`src/rtl/vp_cfg_ctrl_if.sv`:
```
// Register-bus side of the video-processing configuration sequencer: the four
// configuration words, the update strobe and the status flags.
interface vp_cfg_ctrl_if;
    logic [31:0] vp_cr;
    logic [31:0] vp_start;
    logic [31:0] vp_end;
    logic [31:0] vp_scaler;
    logic        cfg_update;
    logic        cfg_busy;
    logic        cfg_err;

    modport master (
        output vp_cr, vp_start, vp_end, vp_scaler, cfg_update,
        input  cfg_busy, cfg_err
    );

    modport slave (
        input  vp_cr, vp_start, vp_end, vp_scaler, cfg_update,
        output cfg_busy, cfg_err
    );
endinterface

```
`src/rtl/vp_cfg_ctrl.sv`:
```
// Configuration sequencer: snapshots bus words, range-checks them, and commits
// valid configurations to the datapath only on a vsync rising edge.
module vp_cfg_ctrl #(
    parameter int unsigned H_DISP             = 1280,
    parameter int unsigned V_DISP             = 720,
    parameter int unsigned INPUT_X_RES_WIDTH  = 11,
    parameter int unsigned INPUT_Y_RES_WIDTH  = 11,
    parameter int unsigned OUTPUT_X_RES_WIDTH = 11,
    parameter int unsigned OUTPUT_Y_RES_WIDTH = 11,
    parameter int unsigned SYNC_STAGES        = 2
) (
    input  logic                          clk_vp,
    input  logic                          rst_n,
    vp_cfg_ctrl_if.slave                  cfg_bus,
    input  logic                          vi_vs_i,
    output logic                          cuter_en_o,
    output logic [1:0]                    filter_mode_o,
    output logic                          scaler_en_o,
    output logic [INPUT_X_RES_WIDTH-1:0]  start_x_o,
    output logic [INPUT_X_RES_WIDTH-1:0]  end_x_o,
    output logic [INPUT_Y_RES_WIDTH-1:0]  start_y_o,
    output logic [INPUT_Y_RES_WIDTH-1:0]  end_y_o,
    output logic [INPUT_X_RES_WIDTH-1:0]  input_x_res_o,
    output logic [INPUT_Y_RES_WIDTH-1:0]  input_y_res_o,
    output logic [OUTPUT_X_RES_WIDTH-1:0] output_x_res_o,
    output logic [OUTPUT_Y_RES_WIDTH-1:0] output_y_res_o,
    output logic                          apply_pulse_o,
    output logic [15:0]                   frame_cnt_o
);
    localparam int unsigned XW  = INPUT_X_RES_WIDTH;
    localparam int unsigned YW  = INPUT_Y_RES_WIDTH;
    localparam int unsigned OXW = OUTPUT_X_RES_WIDTH;
    localparam int unsigned OYW = OUTPUT_Y_RES_WIDTH;

    localparam logic [XW-1:0]  HDisp   = XW'(H_DISP);
    localparam logic [YW-1:0]  VDisp   = YW'(V_DISP);
    localparam logic [XW-1:0]  HDispM1 = XW'(H_DISP - 1);
    localparam logic [YW-1:0]  VDispM1 = YW'(V_DISP - 1);
    localparam logic [OXW-1:0] HOutM1  = OXW'(H_DISP - 1);
    localparam logic [OYW-1:0] VOutM1  = OYW'(V_DISP - 1);
    // cr fields: {scaler_en, filter_mode, cuter_en}
    localparam logic [3:0]     CrDflt  = 4'b1010;

    typedef enum logic [1:0] {StIdle, StCheck, StPending, StApply} state_e;

    state_e state_q, state_d;
    logic   req_q, req_d;
    logic   err_q, err_d;
    logic   apply_q, apply_d;
    logic   snap_take, load;

    logic [SYNC_STAGES-1:0] vs_sync_q;
    logic                   vs_d1_q;
    logic                   vs_rise;
    logic [15:0]            frame_cnt_q;

    logic [3:0]     snap_cr_q, act_cr_q;
    logic [XW-1:0]  snap_sx_q, snap_ex_q, act_sx_q, act_ex_q, act_ix_q;
    logic [YW-1:0]  snap_sy_q, snap_ey_q, act_sy_q, act_ey_q, act_iy_q;
    logic [OXW-1:0] snap_ox_q, act_ox_q;
    logic [OYW-1:0] snap_oy_q, act_oy_q;
    logic           snap_valid;

    assign vs_rise = vs_sync_q[SYNC_STAGES-1] & ~vs_d1_q;

    always_ff @(posedge clk_vp or negedge rst_n) begin
        if (!rst_n) begin
            vs_sync_q   <= '0;
            vs_d1_q     <= 1'b0;
            frame_cnt_q <= '0;
        end else begin
            vs_sync_q <= {vs_sync_q[SYNC_STAGES-2:0], vi_vs_i};
            vs_d1_q   <= vs_sync_q[SYNC_STAGES-1];
            if (vs_rise) begin
                frame_cnt_q <= frame_cnt_q + 16'd1;
            end
        end
    end

    assign snap_valid = (snap_sx_q < snap_ex_q) && (snap_ex_q <= HDisp) &&
                        (snap_sy_q < snap_ey_q) && (snap_ey_q <= VDisp) &&
                        (snap_ox_q <= HOutM1) && (snap_oy_q <= VOutM1);

    always_comb begin
        state_d   = state_q;
        req_d     = req_q;
        err_d     = err_q;
        apply_d   = 1'b0;
        snap_take = 1'b0;
        load      = 1'b0;
        case (state_q)
            StIdle: begin
                if (cfg_bus.cfg_update || req_q) begin
                    snap_take = 1'b1;
                    req_d     = 1'b0;
                    state_d   = StCheck;
                end
            end
            StCheck: begin
                if (cfg_bus.cfg_update) begin
                    req_d = 1'b1;
                end
                if (snap_valid) begin
                    state_d = StPending;
                end else begin
                    err_d   = 1'b1;
                    state_d = StIdle;
                end
            end
            StPending: begin
                // A fresh write supersedes the pending one, even on a vsync edge.
                if (cfg_bus.cfg_update) begin
                    snap_take = 1'b1;
                    state_d   = StCheck;
                end else if (vs_rise) begin
                    state_d = StApply;
                end
            end
            StApply: begin
                if (cfg_bus.cfg_update) begin
                    req_d = 1'b1;
                end
                load    = 1'b1;
                err_d   = 1'b0;
                apply_d = 1'b1;
                state_d = StIdle;
            end
            default: state_d = StIdle;
        endcase
    end

    always_ff @(posedge clk_vp or negedge rst_n) begin
        if (!rst_n) begin
            state_q   <= StIdle;
            req_q     <= 1'b0;
            err_q     <= 1'b0;
            apply_q   <= 1'b0;
            snap_cr_q <= CrDflt;
            snap_sx_q <= '0;
            snap_ex_q <= HDisp;
            snap_sy_q <= '0;
            snap_ey_q <= VDisp;
            snap_ox_q <= HOutM1;
            snap_oy_q <= VOutM1;
        end else begin
            state_q <= state_d;
            req_q   <= req_d;
            err_q   <= err_d;
            apply_q <= apply_d;
            if (snap_take) begin
                snap_cr_q <= cfg_bus.vp_cr[3:0];
                snap_sx_q <= cfg_bus.vp_start[XW-1:0];
                snap_sy_q <= cfg_bus.vp_start[16 +: YW];
                snap_ex_q <= cfg_bus.vp_end[XW-1:0];
                snap_ey_q <= cfg_bus.vp_end[16 +: YW];
                snap_ox_q <= cfg_bus.vp_scaler[OXW-1:0];
                snap_oy_q <= cfg_bus.vp_scaler[16 +: OYW];
            end
        end
    end

    always_ff @(posedge clk_vp or negedge rst_n) begin
        if (!rst_n) begin
            act_cr_q <= CrDflt;
            act_sx_q <= '0;
            act_ex_q <= HDisp;
            act_sy_q <= '0;
            act_ey_q <= VDisp;
            act_ix_q <= HDispM1;
            act_iy_q <= VDispM1;
            act_ox_q <= HOutM1;
            act_oy_q <= VOutM1;
        end else if (load) begin
            act_cr_q <= snap_cr_q;
            act_sx_q <= snap_sx_q;
            act_ex_q <= snap_ex_q;
            act_sy_q <= snap_sy_q;
            act_ey_q <= snap_ey_q;
            act_ix_q <= snap_ex_q - snap_sx_q - XW'(1);
            act_iy_q <= snap_ey_q - snap_sy_q - YW'(1);
            act_ox_q <= snap_ox_q;
            act_oy_q <= snap_oy_q;
        end
    end

    assign cuter_en_o       = act_cr_q[0];
    assign filter_mode_o    = act_cr_q[2:1];
    assign scaler_en_o      = act_cr_q[3];
    assign start_x_o        = act_sx_q;
    assign end_x_o          = act_ex_q;
    assign start_y_o        = act_sy_q;
    assign end_y_o          = act_ey_q;
    assign input_x_res_o    = act_ix_q;
    assign input_y_res_o    = act_iy_q;
    assign output_x_res_o   = act_ox_q;
    assign output_y_res_o   = act_oy_q;
    assign apply_pulse_o    = apply_q;
    assign frame_cnt_o      = frame_cnt_q;
    assign cfg_bus.cfg_busy = (state_q != StIdle) | req_q;
    assign cfg_bus.cfg_err  = err_q;
endmodule
```
`src/flat_wrapper.sv`:
```
// flat-port wrapper written by rule: the top's interface ports become plain ports
module vp_cfg_ctrl_flat 
#(
    parameter int unsigned H_DISP             = 1280,
    parameter int unsigned V_DISP             = 720,
    parameter int unsigned INPUT_X_RES_WIDTH  = 11,
    parameter int unsigned INPUT_Y_RES_WIDTH  = 11,
    parameter int unsigned OUTPUT_X_RES_WIDTH = 11,
    parameter int unsigned OUTPUT_Y_RES_WIDTH = 11,
    parameter int unsigned SYNC_STAGES        = 2
)
  (clk_vp, rst_n, vi_vs_i, cuter_en_o, filter_mode_o, scaler_en_o, start_x_o, end_x_o, start_y_o, end_y_o, input_x_res_o, input_y_res_o, output_x_res_o, output_y_res_o, apply_pulse_o, frame_cnt_o, cfg_bus_vp_cr, cfg_bus_vp_start, cfg_bus_vp_end, cfg_bus_vp_scaler, cfg_bus_cfg_update, cfg_bus_cfg_busy, cfg_bus_cfg_err);
  vp_cfg_ctrl_if cfg_bus_i ();
  input  logic clk_vp;
  input  logic rst_n;
  input  logic vi_vs_i;
  output logic cuter_en_o;
  output logic [1:0] filter_mode_o;
  output logic scaler_en_o;
  output logic [INPUT_X_RES_WIDTH-1:0] start_x_o;
  output logic [INPUT_X_RES_WIDTH-1:0] end_x_o;
  output logic [INPUT_Y_RES_WIDTH-1:0] start_y_o;
  output logic [INPUT_Y_RES_WIDTH-1:0] end_y_o;
  output logic [INPUT_X_RES_WIDTH-1:0] input_x_res_o;
  output logic [INPUT_Y_RES_WIDTH-1:0] input_y_res_o;
  output logic [OUTPUT_X_RES_WIDTH-1:0] output_x_res_o;
  output logic [OUTPUT_Y_RES_WIDTH-1:0] output_y_res_o;
  output logic apply_pulse_o;
  output logic [15:0] frame_cnt_o;
  input wire logic [$bits(cfg_bus_i.vp_cr)-1:0] cfg_bus_vp_cr;
  input wire logic [$bits(cfg_bus_i.vp_start)-1:0] cfg_bus_vp_start;
  input wire logic [$bits(cfg_bus_i.vp_end)-1:0] cfg_bus_vp_end;
  input wire logic [$bits(cfg_bus_i.vp_scaler)-1:0] cfg_bus_vp_scaler;
  input wire logic [$bits(cfg_bus_i.cfg_update)-1:0] cfg_bus_cfg_update;
  output wire logic [$bits(cfg_bus_i.cfg_busy)-1:0] cfg_bus_cfg_busy;
  output wire logic [$bits(cfg_bus_i.cfg_err)-1:0] cfg_bus_cfg_err;
  assign cfg_bus_i.vp_cr = cfg_bus_vp_cr;
  assign cfg_bus_i.vp_start = cfg_bus_vp_start;
  assign cfg_bus_i.vp_end = cfg_bus_vp_end;
  assign cfg_bus_i.vp_scaler = cfg_bus_vp_scaler;
  assign cfg_bus_i.cfg_update = cfg_bus_cfg_update;
  assign cfg_bus_cfg_busy = cfg_bus_i.cfg_busy;
  assign cfg_bus_cfg_err = cfg_bus_i.cfg_err;
  vp_cfg_ctrl #(.H_DISP(H_DISP), .V_DISP(V_DISP), .INPUT_X_RES_WIDTH(INPUT_X_RES_WIDTH), .INPUT_Y_RES_WIDTH(INPUT_Y_RES_WIDTH), .OUTPUT_X_RES_WIDTH(OUTPUT_X_RES_WIDTH), .OUTPUT_Y_RES_WIDTH(OUTPUT_Y_RES_WIDTH), .SYNC_STAGES(SYNC_STAGES)) u_core (.clk_vp(clk_vp), .rst_n(rst_n), .cfg_bus(cfg_bus_i), .vi_vs_i(vi_vs_i), .cuter_en_o(cuter_en_o), .filter_mode_o(filter_mode_o), .scaler_en_o(scaler_en_o), .start_x_o(start_x_o), .end_x_o(end_x_o), .start_y_o(start_y_o), .end_y_o(end_y_o), .input_x_res_o(input_x_res_o), .input_y_res_o(input_y_res_o), .output_x_res_o(output_x_res_o), .output_y_res_o(output_y_res_o), .apply_pulse_o(apply_pulse_o), .frame_cnt_o(frame_cnt_o));
endmodule
```
`config.mk`:
```
export PLATFORM = sky130hd
export DESIGN_NAME = vp_cfg_ctrl_flat
export DESIGN_NICKNAME = d
export VERILOG_FILES = /design/src/rtl/vp_cfg_ctrl_if.sv /design/src/rtl/vp_cfg_ctrl.sv /design/src/flat_wrapper.sv
export SDC_FILE = /design/constraint.sdc
export NUM_CORES = 1
export LEC_CHECK = 0
export CAP_MARGIN = 20
export CORE_MARGIN = 1.5
export CORE_UTILIZATION = 48
export DETAILED_ROUTE_END_ITERATION = 10
export GPL_TIMING_DRIVEN = 0
export PLACE_DENSITY = 0.82
export SYNTH_ARGS = -nofsm -noshare
export SYNTH_HDL_FRONTEND = slang
export SYNTH_SLANG_ARGS = --single-unit
export TNS_END_PERCENT = 30
```
`constraint.sdc`:
```
create_clock -name clk_vp -period 2.3 [get_ports clk_vp]
set_input_delay 0.46 -clock clk_vp [delete_from_list [all_inputs] [get_ports clk_vp]]
set_output_delay 0.46 -clock clk_vp [all_outputs]
set_load 0.01 [all_outputs]
```
==> run_results.csv <==
group,metric,value,unit
timing,fin_hold_ws,0.360,ns
timing,finalClockSkew,0.0109,ns
floorplanning,dieArea,0.0182,mm2
floorplanning,core-area,0.0172,mm2
critical_path,end_kind,"flop",
logic_synthesis,netlist_area,0.00836,mm2
job,drv_cap,0,
floorplanning,rows,48,
clocking,cts.sinks,186,
pwr,power.total,16400,uW
logic_synthesis,synth-main-ff-cell,"dfrtp_1",
global_route,antenna_found_initial,0,
logic_synthesis,yosysMostFrequentCell,"nand2_1",
timing,rsz0062_at_grt,"true",
logic_synthesis,synth_top_area_share,0.365,
timing,hold_viol,0,
route,via_per_inst,5.30,
cells_and_area,nets,1189,
timing,fin_ws,0.0936,ns
route,drt_wl_total,21900,um
timing,worst_pin_slew,0.569,ns
cells_and_area,syn_to_final_growth,33.9,%
logic_synthesis,synthTopCellsByCount,"nand2_1, dfrtp_1, dfstp_2",
placement,place_ws,0.0191,ns
cells_and_area,final-seq-area,0.00473,mm2
critical_path,required,2.61,ns
floorplanning,die_w,135,um
logic_synthesis,async_flop_share,1.00,
logic_synthesis,syn_area_per_cell,10.3,um2
logic_synthesis,syn-num-nets,984,
logic_synthesis,yosysWarnings,0,
clocking,cts_buffers,17,
floorplanning,fp.dieH,135,um
global_route,grt_pass1_vias,6689,
route,final_antenna_net_count,0,
pwr,p_leak,0.00505,uW
critical_path,rrSetupSlack,0.09,ns
timing,fin_crit_sh,0.959,
logic_synthesis,ys_top_cells_by_area,"dfrtp_1, dfstp_2, nand2_1",
critical_path,startpoint_type,"flop",
logic_synthesis,ys_seq_elements,186,
logic_synthesis,syn_inst,809,
cells_and_area,multi_input_area,0.00329,mm2
route,drt_iter0_drc,456,
clocking,h-tree-depth,4,
clocking,clk_latency,0.44,ns
logic_synthesis,synthDistinctLibCells,53,
route,wl_per_cell,17.5,um
global_route,grt_max_degree,115,
cells_and_area,largest_reg_flops,16,
timing,slew_headroom,0.621,
pwr,powerDensity,1470,mW/mm2
cells_and_area,fill_cells,1356,
floorplanning,start_util,0.487,
placement,gp_congestion,0.894,
logic_synthesis,synth-edff-count,0,
timing,finalSetupViolCount,0,
placement,dp_hpwl,16100,um
hold_path,hp-class,"reg -> reg",
timing,finalSetupTns,0,ns
pwr,vdd_ir_drop_max,0.604,mV
route,first_pass_iters,5,
global_route,grt_pass1_wl,34800,um
clocking,clock_tree.root_cell,"clkbuf_16",
clocking,clock_path_buffers,2,
global_route,grt_use_total,0.250,
critical_path,crit_arrival,2.52,ns
cells_and_area,num_antenna_cells,0,
critical_path,crit_path_max_fanout,4,
timing,fmax,453,MHz
status,run_status,"completed",
critical_path,crit_type,"reg -> reg",
cells_and_area,final_layout_size_suffix_gt1_frac,0.133,
route,vias,6639,
clocking,cts_tree,"done",
floorplanning,io_pins,243,
clocking,path_clk_slew,0.08,ns
placement,portBuffers,184,
timing,fin_crit,2.21,ns
logic_synthesis,synth_top_area_cell,"dfrtp_1",
global_route,grt-ovfl-total,0,
route,route.detailed.drc,0,
timing,finalMaxSlewViolations,0,
logic_synthesis,ys_seq_area_frac,0.567,
## report_power, final
group	internal, uW	total, uW	switching, uW	leakage [uW]
registers	5040	6000	968	0.00214
clock network	1850	3190	1340	0.000300
logic	3470	7210	3740	0.00260
total	10400	16400	6050	0.00505
## timing repair
| action | 4_1_cts | 5_1_grt |
|---|---|---|
| hold buffers | 1 | 0 |
| hold endpoints to repair | 2 | 0 |
| setup endpoints to repair | 1 | 5 |
| setup buffers | 0 | 0 |
| resized for setup | 1 | 3 |
| gates cloned | 0 | 0 |
## cells in the final DEF (no fill, tap or decap), types with 17 or more instances in the layout
cell type and instances:
a21oi_1 18, buf_2 17, clkbuf_16 17, clkdlybuf4s50_1 182, dfrtp_1 122, dfstp_2 64
ha_1 41, inv_1 45, mux2_1 21, nand2_1 220, o21ai_0 58, o21ai_1 44
xnor2_1 17
## final cells by class
cell class / count / share of cell area
plain buffers: 37 / 0.0163
clock buffers: 18 / 0.0384
clock inverters: 14 / 0.0185
inverters: 47 / 0.0158
multi-input cells: 539 / 0.294
flip-flops and latches: 186 / 0.423
well taps: 225 / 0.0252
repair buffers: 186 / 0.168
## logic make-up after synthesis
| family | count (synthesis) | share of synthesized area |
|---|---|---|
| adders and majority gates | 43 | 0.0662 |
| muxes | 31 | 0.0418 |
| AOI/OAI and AO/OA | 160 | 0.114 |
| DFF | 186 | 0.567 |
| xor gates and xnor gates | 28 | 0.0293 |
| and+or+nand+nor | 277 | 0.139 |
| buffers and inverters | 84 | 0.0430 |
## metrics by stage
| stage | utilization | instances | instance area [um2] |
|---|---|---|---|
| after floorplan | - | 809 | 8360 |
| after global placement | 0.610 | 1218 | 10500 |
| after detailed placement | 0.612 | 1219 | 10500 |
| after CTS | 0.650 | 1252 | 11200 |
| after global routing | 0.651 | 1252 | 11200 |
| final | 0.651 | 1252 | 11200 |
## worst paths after layout
| kind | endpoint | from | cells past startpoint |
|---|---|---|---|
| max | u_core.input_y_res_o[8]$_DFFE_PN0P_ | u_core.snap_ey_q[0]$_DFFE_PN0P_ | 7 |
| min | u_core.vs_sync_q[1]$_DFF_PN0_ | u_core.vs_sync_q[0]$_DFF_PN0_ | 0 |
| max reg2reg | u_core.input_y_res_o[8]$_DFFE_PN0P_ | u_core.snap_ey_q[0]$_DFFE_PN0P_ | 7 |
| min reg2reg | u_core.vs_sync_q[1]$_DFF_PN0_ | u_core.vs_sync_q[0]$_DFF_PN0_ | 0 |
| max in group asynchronous | u_core.input_y_res_o[9]$_DFFE_PN1P_ | rst_n | 3 |
| min in group asynchronous | u_core.snap_sx_q[6]$_DFFE_PN0P_ | rst_n | 2 |
## worst max-delay path, cell delays in order (launching register included)
cell and delay, ns:
dfrtp_1 0.42, ha_1 0.26, fa_1 0.42, a21o_1 0.22, a221oi_4 0.33, o21ai_1 0.15, xnor2_1 0.21, o21ai_1 0.08
## routing by layer
metal  global-route usage  wire, um  up-vias
li1                     -         -     3110
met1                0.326      9130     3250
met2                0.415     10800      231
met3               0.0450      1260       48
met4               0.0986       676        0
met5                    0         0        -
(Power assumes the default switching activity.)
